==> config.mk <==
export PLATFORM = sky130hd
export DESIGN_NAME = prim_generic_count_dual
export DESIGN_NICKNAME = d
export VERILOG_FILES = /design/src/rtl/prim_generic_count_dual.sv
export SDC_FILE = /design/constraint.sdc
export NUM_CORES = 1
export LEC_CHECK = 0
export BUFFER_PORTS_ARGS = -buffer_cell sky130_fd_sc_hd__buf_2
export CORE_ASPECT_RATIO = 0.8
export CORE_MARGIN = 1
export CORE_UTILIZATION = 59
export CTS_CLUSTER_DIAMETER = 100
export DETAILED_ROUTE_END_ITERATION = 8
export GPL_ROUTABILITY_DRIVEN = 0
export PLACE_DENSITY = 0.9
export REMOVE_ABC_BUFFERS = 1
export SYNTH_ARGS = -nofsm -noshare
export SYNTH_HDL_FRONTEND = slang
export SYNTH_SLANG_ARGS = --single-unit
==> constraint.sdc <==
create_clock -name clk_i -period 3.2 [get_ports clk_i]
set_input_delay 0.16 -clock clk_i [delete_from_list [all_inputs] [get_ports clk_i]]
set_output_delay 0.16 -clock clk_i [all_outputs]
set_load 0.01 [all_outputs]
==> src/rtl/prim_generic_count_dual.sv <==
// Redundantly encoded saturating up/down counter: an up-counter and its complement
// down-counter are kept in separate registers, and any disagreement raises a sticky error.

module prim_generic_buf #(
  parameter int Width = 1
) (
  input  logic [Width-1:0] in_i,
  output logic [Width-1:0] out_o
);
  assign out_o = in_i;
endmodule

module prim_generic_count_dual #(
  parameter int          Width      = 8,
  parameter int unsigned ResetValue = 0
) (
  input  logic             clk_i,
  input  logic             rst_i,
  input  logic             clr_i,
  input  logic             set_i,
  input  logic [Width-1:0] set_cnt_i,
  input  logic             incr_en_i,
  input  logic             decr_en_i,
  input  logic [Width-1:0] step_i,
  output logic [Width-1:0] cnt_o,
  output logic [Width-1:0] cnt_next_o,
  output logic             err_o
);

  localparam logic [Width-1:0] Max       = '1;
  localparam logic [Width-1:0] ResetUp   = Width'(ResetValue);
  localparam logic [Width-1:0] ResetDown = Max - ResetUp;

  logic [Width-1:0] up_q, up_d, up_buf;
  logic [Width-1:0] down_q, down_d, down_buf;
  logic             err_q;
  logic             mismatch;

  logic [Width:0]   up_sum, up_dif, down_sum, down_dif;
  logic [Width-1:0] up_inc, up_dec, down_inc, down_dec;
  logic             do_incr, do_decr;

  // Each copy has its own adders and saturation; down_q never looks at up_q.
  assign up_sum   = {1'b0, up_q} + {1'b0, step_i};
  assign up_dif   = {1'b0, up_q} - {1'b0, step_i};
  assign up_inc   = up_sum[Width] ? Max : up_sum[Width-1:0];
  assign up_dec   = up_dif[Width] ? '0  : up_dif[Width-1:0];

  assign down_sum = {1'b0, down_q} + {1'b0, step_i};
  assign down_dif = {1'b0, down_q} - {1'b0, step_i};
  assign down_inc = down_sum[Width] ? Max : down_sum[Width-1:0];
  assign down_dec = down_dif[Width] ? '0  : down_dif[Width-1:0];

  assign do_incr  = incr_en_i & ~decr_en_i;
  assign do_decr  = decr_en_i & ~incr_en_i;

  // NOTE: every path assigns up_d/down_d first, so no latch can be inferred.
  always_comb begin
    up_d   = up_q;
    down_d = down_q;
    if (clr_i) begin
      up_d   = ResetUp;
      down_d = ResetDown;
    end else if (set_i) begin
      up_d   = set_cnt_i;
      down_d = Max - set_cnt_i;
    end else if (do_incr) begin
      up_d   = up_inc;
      down_d = down_dec;
    end else if (do_decr) begin
      up_d   = up_dec;
      down_d = down_inc;
    end
  end

  prim_generic_buf #(.Width(Width)) u_up_buf (
    .in_i  (up_d),
    .out_o (up_buf)
  );

  prim_generic_buf #(.Width(Width)) u_down_buf (
    .in_i  (down_d),
    .out_o (down_buf)
  );

  assign mismatch = ({1'b0, up_q} + {1'b0, down_q}) != {1'b0, Max};

  // NOTE: non-blocking assignments keep all three registers sampling the same pre-edge values.
  always_ff @(posedge clk_i) begin
    if (rst_i) begin
      up_q   <= ResetUp;
      down_q <= ResetDown;
      err_q  <= 1'b0;
    end else begin
      up_q   <= up_buf;
      down_q <= down_buf;
      err_q  <= err_q | mismatch;
    end
  end

  assign cnt_o      = up_q;
  assign cnt_next_o = up_buf;
  assign err_o      = mismatch | err_q;

endmodule
==> flow_summary.yaml <==
cts:
  cts_resized: 0
  cts_tree: "done"
  numCtsBuffers: 3
  cts_root_buf: "clkbuf_8"
  ctsLongestPathBuffers: 2
  numClockSinks: 17
  postCtsHoldBufs: 0
  cts_setup_buffers: 0
  cts.htree.levels: 1
  clkLatencyLatePin_ns: 0.26
  cts.clk_slew.worst_paths_ns: 0.07
placed_design:
  port_buffers: 38
  dp_hpwl_um: 6215
  place_area_um2: 2899
  place_inst: 440
yosys:
  syn_inst: 358
  ys_seq_area_share_pct: 12.65
  synth-edff-count: 0
  yosysWarnings: 0
  synth_cell_types: 60
  syn_area_um2: 2691
  async_reset_ff_share_pct: 0
  yosysMostFrequentCell: "nor2_1"
  netlist_top_cells_count: "nor2_1 (49), ha_1 (41), a21oi_1 (28)"
  synth_area_leaders: "ha_1 (19%), dfxtp_1 (13%), nor2_1 (6.8%)"
  synth_area_leader_cell: "ha_1"
  synth_top_area_share_pct: 19.06
  syn_avg_cell_area_um2: 7.518
  ys.flop_type: "dfxtp_1"
  ys_ff_latch: 17
floorplan:
  core_area_um2: 4283
  row_count: 21
  dieArea_um2: 4837
  die_height_um: 62.41
  die_width_um: 77.51
  io_pins: 39
  start_util_pct: 62.84
routing:
  firstDrtPassIters: 5
  via_per_inst: 6.387
  antenna_left: 0
  drc: 0
  routed_wl_um: 7868
  vias: 2836
  drt-wirelength-per-cell_um: 17.72
  drtIter0Drc: 375
sta:
  period_share_pct: 95.47
  finalMaxSlewViolations: 0
  finalHoldViolCount: 0
  finalSetupViolations: 0
  max_slew_margin_pct: 61.82
  tightest_slew_ns: 0.5715
  setup_tns_ns: 0
  rsz0062_at_grt: "no"
  fin_skew_ns: 0.007266
  min_period_ns: 3.055
  fmax_mhz: 327.3
grt:
  overflow: 0
  grt_max_degree: 31
  grt_pass1_wl_um: 12790
  track_usage_pct: 33.43
  grt_pass1_vias: 2662
  antenna_found_initial: 0
setup_path:
  crit_path_start_kind: "flop"
  critPathCaptureType: "output pin"
  cp.arrival_ns: 2.89
  timing_worst_setup_path_type: "flop to output pin"
  required_ns: 3.04
  critical_path.max_fanout: 5
layout:
  design_area_um2: 2944
  synthToLayoutAreaGrowth_pct: 9.391
  antenna_cells: 0
  drive_above_1_share_pct: 13.44
  nNetsFinal: 456
  fin_cells: 444
power_and_ir_drop:
  ir_drop_v: 0.0002638
  powerDensity_nw_per_um2: 282.7
  p_leak_uw: 0.001357
outcome:
  status: "finished, final reports clean"
job:
  maxCapViolCount: 0
hold_path:
  hold_path_class: "input port to flop"
[final timing paths]
kind         depth (start not counted)            end  startpoint  slack, ns
max                                 12  cnt_next_o[7]    cnt_o[0]       0.15
min                                  2          err_q       rst_i       0.08
max reg2reg                         11      down_q[2]   down_q[0]       0.56
min reg2reg                          2      down_q[6]   down_q[6]       0.54
[cell usage in the layout, fill, tap and decap left out, types with 2 or more instances in the layout]
| cell type | n |
|---|---|
| nor2_1 | 49 |
| ha_1 | 41 |
| buf_2 | 38 |
| a21oi_1 | 28 |
| inv_1 | 26 |
| dfxtp_1 | 17 |
| nand2_1 | 16 |
| nor2b_1 | 15 |
| o21ai_0 | 14 |
| nand2b_1 | 13 |
| xnor2_1 | 12 |
| o21a_1 | 10 |
| nor3_1 | 8 |
| xor2_1 | 7 |
| a21o_1 | 6 |
| a31oi_1 | 6 |
| or3_1 | 5 |
| nand3_1 | 5 |
| o31a_1 | 5 |
| fa_1 | 5 |
| o31ai_1 | 4 |
| maj3_1 | 4 |
| o21bai_1 | 3 |
| a221oi_1 | 3 |
| o21ai_1 | 3 |
| a211o_1 | 3 |
| clkbuf_8 | 3 |
| buf_4 | 3 |
| a211oi_1 | 2 |
| nand4_1 | 2 |
| o211ai_1 | 2 |
| o2111ai_1 | 2 |
[cell families (layout without fill, tap and decap cells)]
group | Yosys count | after routing | share of synthesized area [%]
AND/OR/NAND/NOR | 122 | 122 | 22.22
AO/OA/AOI/OAI | 106 | 106 | 27.43
adder cells (fa/ha/maj) | 50 | 50 | 24.27
buffers and inverters | 42 | 71 | 6.462
XOR/XNOR | 19 | 19 | 6.183
flip-flops | 17 | 17 | 12.65
multiplexers | 2 | 2 | 0.7903
[flip-flops by register name (all words and copies together), names as in the netlist]
signal,cells
err_q,1
cnt_o,8
down_q,8
[power by group]
part | leakage [uW] | switching (uW) | internal [uW]
clock | 0.0000228 | 87.8 | 88.8
combinational | 0.00119 | 242 | 174
sequential | 0.000140 | 16.2 | 223
total | 0.00136 | 346 | 486
[per-stage QoR]
step / hold slack, ns / power (uW) / utilization [%] / worst slack [ns]
after floorplan: 0.2316 / 523.4 / - / 0.7993
after global placement: 0.3422 / 630.3 / 67.69 / 0.6101
after detailed placement: 0.3567 / 643.9 / 67.69 / 0.5252
after CTS: 0.08156 / 822.1 / 68.74 / 0.1831
after global routing: 0.08623 / 877.3 / 68.74 / 0.01365
final: 0.08100 / 832.2 / 68.74 / 0.1451
[area by class of cell]
cell class	count	area, um^2
clock buffer	4	45.04
sequential	17	340.3
fill	357	1339
inverter	26	97.59
tap	57	71.32
multi-input combinational	299	2177
timing repair buffer	41	212.7
[routing by layer]
metal / share of wire [%] / vias up / GRT usage [%] / wire [um]
met5: 0 / - / 0 / 0
met4: 1.6 / 0 / 7.547 / 127
met3: 12 / 22 / 5.109 / 967
met2: 45 / 189 / 53.76 / 3542
met1: 41 / 1304 / 46.97 / 3231
li1: - / 1321 / - / -
[worst max-delay path: stages, from the launching register on]
cell and delay, ns:
dfxtp_1 0.36, inv_1 0.11, ha_1 0.16, inv_1 0.06
fa_1 0.44, a211oi_1 0.36, o21bai_1 0.13, a21oi_1 0.25
a211o_1 0.17, o211ai_1 0.08, a32o_1 0.24, nor2b_1 0.14
buf_2 0.14
Note: power is estimated with default switching activity, not from simulation.
